**src/rtl/led_sequencer_if.sv**
```systemverilog
// Signal bundle between the board controls (switches/buttons) and led_sequencer.
// The master drives the controls; the slave (the sequencer) drives the LEDs and the step pulse.
interface led_sequencer_if #(
  parameter int unsigned LED_NUM  = 4,
  parameter int unsigned PWM_BITS = 4
);
  logic [1:0]          sw;
  logic [1:0]          speed;
  logic                pause;
  logic [PWM_BITS-1:0] duty;
  logic [LED_NUM-1:0]  led;
  logic                step_o;

  modport master (output sw, speed, pause, duty, input led, step_o);
  modport slave  (input sw, speed, pause, duty, output led, step_o);
endinterface

```
**src/rtl/led_sequencer.sv**
```systemverilog
// LED pattern sequencer: rotate-left, rotate-right, bounce and blink-all, with speed select and pause.
// Optional brightness PWM on the LED outputs is compiled in with `define LED_SEQ_PWM_EN.
module led_sequencer #(
  parameter int unsigned LED_NUM  = 4,
  parameter int unsigned TICK_DIV = 25_000_000,
  parameter int unsigned PWM_BITS = 4
) (
  input  logic           clk_i,
  input  logic           rst_n,
  led_sequencer_if.slave bus
);
  localparam int unsigned CNT_W = $clog2(TICK_DIV);

  typedef enum logic [1:0] {S_LOAD, S_RUN, S_HOLD} state_t;

  state_t             state_q, state_d;
  logic [CNT_W-1:0]   div_cnt_q, div_cnt_d;
  logic [LED_NUM-1:0] pattern_q, pattern_d;
  logic [1:0]         sw_q, sw_d;
  logic               dir_up_q, dir_up_d;
  logic               step_q, step_d;
  logic               tick;
  logic [31:0]        period_m1;
  logic [LED_NUM-1:0] start_val, next_val;
  logic               next_dir_up;

  assign period_m1 = (32'(TICK_DIV) >> bus.speed) - 32'd1;

  always_comb begin
    start_val = '0;
    case (bus.sw)
      2'd0, 2'd2: start_val[0] = 1'b1;
      2'd1:       start_val[LED_NUM-1] = 1'b1;
      default:    start_val = '1;
    endcase
  end

  // Bounce turns around when the lit bit reaches an end, so each endpoint is shown once per pass.
  always_comb begin
    next_val    = pattern_q;
    next_dir_up = dir_up_q;
    case (sw_q)
      2'd0: next_val = {pattern_q[LED_NUM-2:0], pattern_q[LED_NUM-1]};
      2'd1: next_val = {pattern_q[0], pattern_q[LED_NUM-1:1]};
      2'd2: begin
        if (dir_up_q && pattern_q[LED_NUM-1]) begin
          next_val    = pattern_q >> 1;
          next_dir_up = 1'b0;
        end else if (!dir_up_q && pattern_q[0]) begin
          next_val    = pattern_q << 1;
          next_dir_up = 1'b1;
        end else if (dir_up_q) begin
          next_val = pattern_q << 1;
        end else begin
          next_val = pattern_q >> 1;
        end
      end
      default: next_val = ~pattern_q;
    endcase
  end

  always_comb begin
    state_d   = state_q;
    div_cnt_d = div_cnt_q;
    pattern_d = pattern_q;
    sw_d      = sw_q;
    dir_up_d  = dir_up_q;
    tick      = 1'b0;
    if (state_q == S_LOAD || bus.sw != sw_q) begin
      pattern_d = start_val;
      div_cnt_d = '0;
      sw_d      = bus.sw;
      dir_up_d  = 1'b1;
      state_d   = (state_q != S_LOAD && bus.pause) ? S_HOLD : S_RUN;
    end else begin
      state_d = bus.pause ? S_HOLD : S_RUN;
      // A sampled pause freezes the count on that very edge, so the remaining count survives a hold.
      if (!bus.pause) begin
        if (32'(div_cnt_q) >= period_m1) begin
          tick      = 1'b1;
          div_cnt_d = '0;
          pattern_d = next_val;
          dir_up_d  = next_dir_up;
        end else begin
          div_cnt_d = div_cnt_q + 1'b1;
        end
      end
    end
    step_d = tick;
  end

  always_ff @(posedge clk_i or negedge rst_n) begin
    if (!rst_n) begin
      state_q   <= S_LOAD;
      div_cnt_q <= '0;
      pattern_q <= '0;
      sw_q      <= 2'd0;
      dir_up_q  <= 1'b1;
      step_q    <= 1'b0;
    end else begin
      state_q   <= state_d;
      div_cnt_q <= div_cnt_d;
      pattern_q <= pattern_d;
      sw_q      <= sw_d;
      dir_up_q  <= dir_up_d;
      step_q    <= step_d;
    end
  end

`ifdef LED_SEQ_PWM_EN
  logic [PWM_BITS-1:0] pwm_cnt_q, pwm_cnt_d;
  logic                pwm_on_q, pwm_on_d;
  logic [LED_NUM-1:0]  led_q, led_d;
  logic                step_dly_q, step_dly_d;

  // The extra led register costs one cycle, so step is delayed by the same amount.
  always_comb begin
    pwm_cnt_d  = pwm_cnt_q + 1'b1;
    pwm_on_d   = (pwm_cnt_q < bus.duty);
    led_d      = pattern_q & {LED_NUM{pwm_on_q}};
    step_dly_d = step_q;
  end

  always_ff @(posedge clk_i or negedge rst_n) begin
    if (!rst_n) begin
      pwm_cnt_q  <= '0;
      pwm_on_q   <= 1'b0;
      led_q      <= '0;
      step_dly_q <= 1'b0;
    end else begin
      pwm_cnt_q  <= pwm_cnt_d;
      pwm_on_q   <= pwm_on_d;
      led_q      <= led_d;
      step_dly_q <= step_dly_d;
    end
  end

  assign bus.led    = led_q;
  assign bus.step_o = step_dly_q;
`else
  assign bus.led    = pattern_q;
  assign bus.step_o = step_q;
`endif
endmodule

```
**src/flat_wrapper.sv**
```systemverilog
// flat-port wrapper written by rule: the top's interface ports become plain ports
module led_sequencer_flat 
#(
  parameter int unsigned LED_NUM  = 4,
  parameter int unsigned TICK_DIV = 25_000_000,
  parameter int unsigned PWM_BITS = 4
)
  (clk_i, rst_n, bus_sw, bus_speed, bus_pause, bus_duty, bus_led, bus_step_o);
  led_sequencer_if #(.LED_NUM(LED_NUM), .PWM_BITS(PWM_BITS)) bus_i ();
  input  logic clk_i;
  input  logic rst_n;
  input wire logic [$bits(bus_i.sw)-1:0] bus_sw;
  input wire logic [$bits(bus_i.speed)-1:0] bus_speed;
  input wire logic [$bits(bus_i.pause)-1:0] bus_pause;
  input wire logic [$bits(bus_i.duty)-1:0] bus_duty;
  output wire logic [$bits(bus_i.led)-1:0] bus_led;
  output wire logic [$bits(bus_i.step_o)-1:0] bus_step_o;
  assign bus_i.sw = bus_sw;
  assign bus_i.speed = bus_speed;
  assign bus_i.pause = bus_pause;
  assign bus_i.duty = bus_duty;
  assign bus_led = bus_i.led;
  assign bus_step_o = bus_i.step_o;
  led_sequencer #(.LED_NUM(LED_NUM), .TICK_DIV(TICK_DIV), .PWM_BITS(PWM_BITS)) u_core (.clk_i(clk_i), .rst_n(rst_n), .bus(bus_i));
endmodule
```
**config.mk**
```make
export PLATFORM = sky130hd
export DESIGN_NAME = led_sequencer_flat
export DESIGN_NICKNAME = d
export VERILOG_FILES = /design/src/rtl/led_sequencer_if.sv /design/src/rtl/led_sequencer.sv /design/src/flat_wrapper.sv
export SDC_FILE = /design/constraint.sdc
export NUM_CORES = 1
export LEC_CHECK = 0
export ABC_AREA = 0
export CAP_MARGIN = 20
export CORE_ASPECT_RATIO = 0.8
export CORE_MARGIN = 2
export CORE_UTILIZATION = 30
export CTS_CLUSTER_DIAMETER = 80
export DETAILED_ROUTE_END_ITERATION = 12
export SYNTH_ARGS = -nofsm -noshare
export SYNTH_HDL_FRONTEND = slang
export SYNTH_SLANG_ARGS = --single-unit
```
**constraint.sdc**
```tcl
create_clock -name clk_i -period 2.15 [get_ports clk_i]
set_input_delay 0.43 -clock clk_i [delete_from_list [all_inputs] [get_ports clk_i]]
set_output_delay 0.43 -clock clk_i [all_outputs]
set_load 0.02 [all_outputs]
```
**Word level (Yosys, flattened, before mapping)**

Index checks and enable logic that the tools add are counted.

- $lt $le $gt $ge: 1
- Add/sub/neg operators: 2
- Equal/unequal tests: 6
- Mux-type cells: 25
- Shift operators: 1
- Reduce and logical (&&, ||, !) cells: 16
- Bitwise logic cells: 1

Operators by type and width:

| kind | number |
|---|---|
| $mux W25 | 3 |
| $ge A25 B32 Y1 | 1 |
| $shr A25 B2 Y32 const A | 1 |
| $sub A32 B1 Y32 const B | 1 |
| $add A25 B1 Y25 const B | 1 |
| $mux W4 | 6 |
| $pmux W4 S3 | 1 |
| $mux W1 | 11 |
| $mux W2 | 4 |
| $logic_not A2 Y1 | 3 |
| $reduce_bool A2 Y1 | 3 |
| $eq A2 B1 Y1 const B | 2 |
| $eq A2 B2 Y1 const B | 2 |
| $not A4 Y4 | 1 |
| $reduce_and A4 Y1 | 1 |
| $logic_and A1 B1 Y1 | 3 |
| $reduce_bool A3 Y1 | 1 |
| $reduce_or A3 Y1 | 1 |
| $ne A2 B1 Y1 const B | 1 |
| $ne A2 B2 Y1 | 1 |
| $reduce_and A2 Y1 | 1 |
| $reduce_or A2 Y1 | 1 |
| $logic_not A1 Y1 | 1 |
| $logic_or A1 B1 Y1 | 1 |

- Bits of input ports: 11
- Logic and storage cells: 58
- Register bits after elaboration: 35
- Output and inout port bits: 5

**Longest topological paths before layout**

- Depth after elaboration: 8
- Gate-level depth with buffers: 13
- Gate-level depth less buffers: 12

**Worst setup path after synthesis**

OpenSTA, ideal clock, no wires.

- Path type: in2reg
- Start point: input bus_speed[0]
- End point: register u_core.div_cnt_q[4]
- Stages: 10
- Arrival time: 2554 ps
- Buffers on the path: 0
- Required time: 2058 ps
- Slack: -496 ps
- Cells stage by stage: inv_1 -> nand2_1 -> ha_1 -> ha_1 -> a211o_1 -> a221o_1 -> a221oi_2 -> o221ai_2 -> or2_1 -> o31ai_2

- Cells in the longest elaborated chain, start to end: 6

Ends and longest elaborated chain:

| element | RTL line | text |
|---|---|---|
| from (decl) | flat_wrapper.sv:13 | `input wire logic [$bits(bus_i.speed)-1:0] bus_speed;` |
| $shr A25 B2 Y32 | led_sequencer.sv:27 | `assign period_m1 = (32'(TICK_DIV) >> bus.speed) - 32'd1;` |
| $sub A32 B1 Y32 | led_sequencer.sv:27 |  |
| $ge A25 B32 Y1 | led_sequencer.sv:79 | `if (32'(div_cnt_q) >= period_m1) begin` |
| $mux W25 | led_sequencer.sv:79 |  |
| $mux W25 | led_sequencer.sv:78 | `if (!bus.pause) begin` |
| $mux W25 | led_sequencer.sv:69 | `if (state_q == S_LOAD \|\| bus.sw != sw_q) begin` |
| to (signal assigned) | led_sequencer.sv:102 | `div_cnt_q <= div_cnt_d;` |
| to (decl) | led_sequencer.sv:17 | `logic [CNT_W-1:0] div_cnt_q, div_cnt_d;` |

Every way passes these cells. The select of a mux whose other input is x is not followed.
A chain may end at the register's enable or synchronous reset.

**Worst setup path in the final report**

Same ends and word-level chain as after synthesis.

==> flow_summary.yaml <==
run_status:
  status: "finished with violations"
  violations: "setup timing"
logic_synthesis:
  synth_area_um2: 2370
  synth-seq-cells: 35
  syn_avg_cell_area_um2: 8.80
  synthCells: 269
  synthMuxAreaShare: 0
  synthAdderAreaFrac: 0.116
  ys_warn_count: 0
  synth-xor-area-share: 0.0740
  synth_edf_count: 0
  synth_top_family_by_area: "simple AND/OR/NAND/NOR gates"
  seq_area_frac_synth: 0.371
  synth_compound_area_frac: 0.161
  synth_cell_types: 46
  synthSimpleGateAreaFrac: 0.237
  synth_ff_type: "dfrtp_1"
  synthArstFlopShare: 1.00
power_and_ir_drop:
  vdd_ir_drop_max_uv: 237
  power_per_cell_area_nw_per_um2: 460
  total_power_mw: 1.62
  p_leak_nw: 1.58
worst_setup_path:
  worstReg2RegEnd: "u_core.div_cnt_q[4]$_DFFE_PN0N_"
  crit_type: "input pin to flop"
  critPathCaptureType: "flop"
  path_cells: "buf_12, inv_16, nand2_4, ha_4, ha_4, a211o_1, a221o_1, a221oi_4, o221ai_2, or2_4, o31ai_2"
  worstPathArrival_ps: 2690
  startpoint_type: "input pin"
  worstRegToRegCells: 7
  worstPathRequired_ps: 2360
  critPathMostFrequentCell: "ha_4"
  rr_startpoint: "u_core.div_cnt_q[5]$_DFFE_PN0N_"
  slowest_delay_ps: 390
  critical_path.slowest_cell: "a221oi_4"
  reg2reg_setup_slack_ps: -300
  worstPathMaxFanout: 4
grt:
  grt_pass1_vias: 2181
  grt_overflow: 0
  antenna_found_initial: 0
  grt_pass1_wl_um: 10600
  grt_max_degree: 36
  grt_util_all_layers: 0.155
routing:
  drt-total-wl_um: 6540
  wl_per_cell_um: 14.6
  routed_via_density: 4.91
  drc_errors: 0
  num_vias: 2204
  antenna_left: 0
  drt_iter0_drc: 142
  drt_pass1_iterations: 4
cts:
  clock_latency_ps: 300
  h-tree-depth: 2
  cts_buffers: 5
  cts-root-buf: "clkbuf_8"
  tritoncts: "built"
  clk_path_buf_depth: 2
  clock_sinks: 35
  clk_pin_slew_ps: 90
sta:
  clock.fmax_mhz: 403
  slew_viol_final: 0
  min_period_over_period: 1.15
  timing.final.ws_setup_ps: -333
  rsz0062_at_grt: "yes"
  clock-skew-final_ps: 13.6
  fin_crit_ps: 2480
  setup-tns-final_ps: -8820
  setup-violations-final: 31
  final-hold-violation-count: 0
  timing.hold.ws_ps: 545
layout:
  area_growth_pct: 49.2
  final_nets: 376
  fin_util: 0.469
  fillers: 721
  diodes: 0
  drive_gt1_frac: 0.358
floorplanning:
  initial_utilization: 0.314
  core_area_um2: 7530
  die_h_um: 83.4
  fp.dieArea_um2: 8620
  num_rows: 28
  pin_count: 16
  die_w_um: 103
placed_design:
  port_buffers: 11
  dp_hpwl_um: 4530
  pre_cts_ws_ps: -1270
  place.gp.congestion: 0.835
job:
  max_cap_viol_count: 0
worst_hold_path:
  holdCritPathClass: "input pin to asynchronous set/reset pin"
[timing repair]
action,4_1_cts,5_1_grt
pin swaps,22,21
gates resized for setup,50,30
setup endpoints to repair,31,31
setup buffers,4,4
hold buffers,0,0
gates cloned,0,2
[routing by layer]
metal / up-vias / track usage / part of all wire / wire [um]
met5: - / 0 / 0 / 0
met4: 0 / 0.0275 / 0.0092 / 60
met3: 7 / 0.0311 / 0.040 / 262
met2: 39 / 0.236 / 0.46 / 3020
met1: 1049 / 0.227 / 0.49 / 3200
li1: 1109 / - / - / -
[how the worst max path moves through the flow]
stage | startpoint | to | depth (start not counted)
after floorplan | bus_speed[0] | u_core.div_cnt_q[4]$_DFFE_PN0N_ | 10
after detailed placement | bus_speed[1] | u_core.bus.led[3]$_DFFE_PN0P_ | 12
after global placement | bus_speed[1] | u_core.dir_up_q$_DFFE_PN1P_ | 12
after global routing | bus_speed[0] | u_core.div_cnt_q[15]$_DFFE_PN0N_ | 12
final | bus_speed[0] | u_core.div_cnt_q[4]$_DFFE_PN0N_ | 11
after CTS | bus_speed[0] | u_core.div_cnt_q[1]$_DFFE_PN0N_ | 13
[cells in the final DEF (no fill, tap or decap), types with 3 or more instances in the layout]
cell type,instances
nand4_1,6
xnor2_1,11
nor2_1,22
nand3_1,9
nand2_1,21
ha_1,16
buf_6,4
nor2_2,8
o21ai_1,10
nand2_8,3
dfrtp_1,34
nand2b_1,6
ha_4,6
or2_4,3
buf_4,57
clkbuf_8,5
o211ai_1,3
and3_1,6
inv_1,11
xor2_1,9
o21ai_0,8
a21oi_1,11
clkdlybuf4s50_1,9
nor2_4,5
and4_1,3
[logic make-up (layout without fill, tap and decap cells)]
kind of cell    after synthesis  count (layout)
flops                        35              35
fa+ha+maj                    22              22
buf+inv                      22              94
compound gates               57              57
xor+xnor                     20              20
other cells                   1               2
simple gates                112             114
[critical path, delay by kind of cell]
family                     cells  cell delay [ps]
buffers and inverters          2              170
and+or+nand+nor                2              320
adders and majority gates      2              390
AOI/OAI and AO/OA              5             1350
[synth_stat cells (all sizes together) (6+ instances only)]
library cell	instances	area [um^2]
nand2	25	101
clkbuf	6	22.5
nand3	10	50.1
inv	13	48.8
nand2b	8	52.6
ha	22	275
xor2	9	78.8
a21oi	12	60.1
and3	7	43.8
o21ai	20	100
nand4	6	37.5
nor2	35	131
xnor2	11	96.3
dfrtp	34	851
[layout make-up]
class | instances | area [um^2] | share of cell area
sequential | 35 | 877 | 0.248
clock buffer | 5 | 68.8 | 0.0195
timing repair buffer | 73 | 618 | 0.175
inverter | 13 | 65.1 | 0.0184
multi-input combinational | 215 | 1730 | 0.489
tap | 105 | 131 | 0.0372
clock inverter | 3 | 43.8 | 0.0124
[stage by stage]
stage / cell area, um^2 / cells
floorplan: 2440 / 270
global placement: 3060 / 432
detailed placement: 3060 / 432
CTS: 3330 / 443
global route: 3530 / 449
finish: 3530 / 449
[power breakdown]
group	internal [mW]	switching, mW	leakage [nW]
clock	0.346	0.281	0.0581
combinational	0.139	0.164	1.05
sequential	0.672	0.0212	0.468
[registers in the layout (all words and copies together) (netlist names)]
signal	flops
u_core.div_cnt_q	25
u_core.bus.led	4
u_core.state_q	2
u_core.sw_q	2
u_core.bus.step_o	1
u_core.dir_up_q	1
No activity file was read; power rests on OpenSTA's default activity.
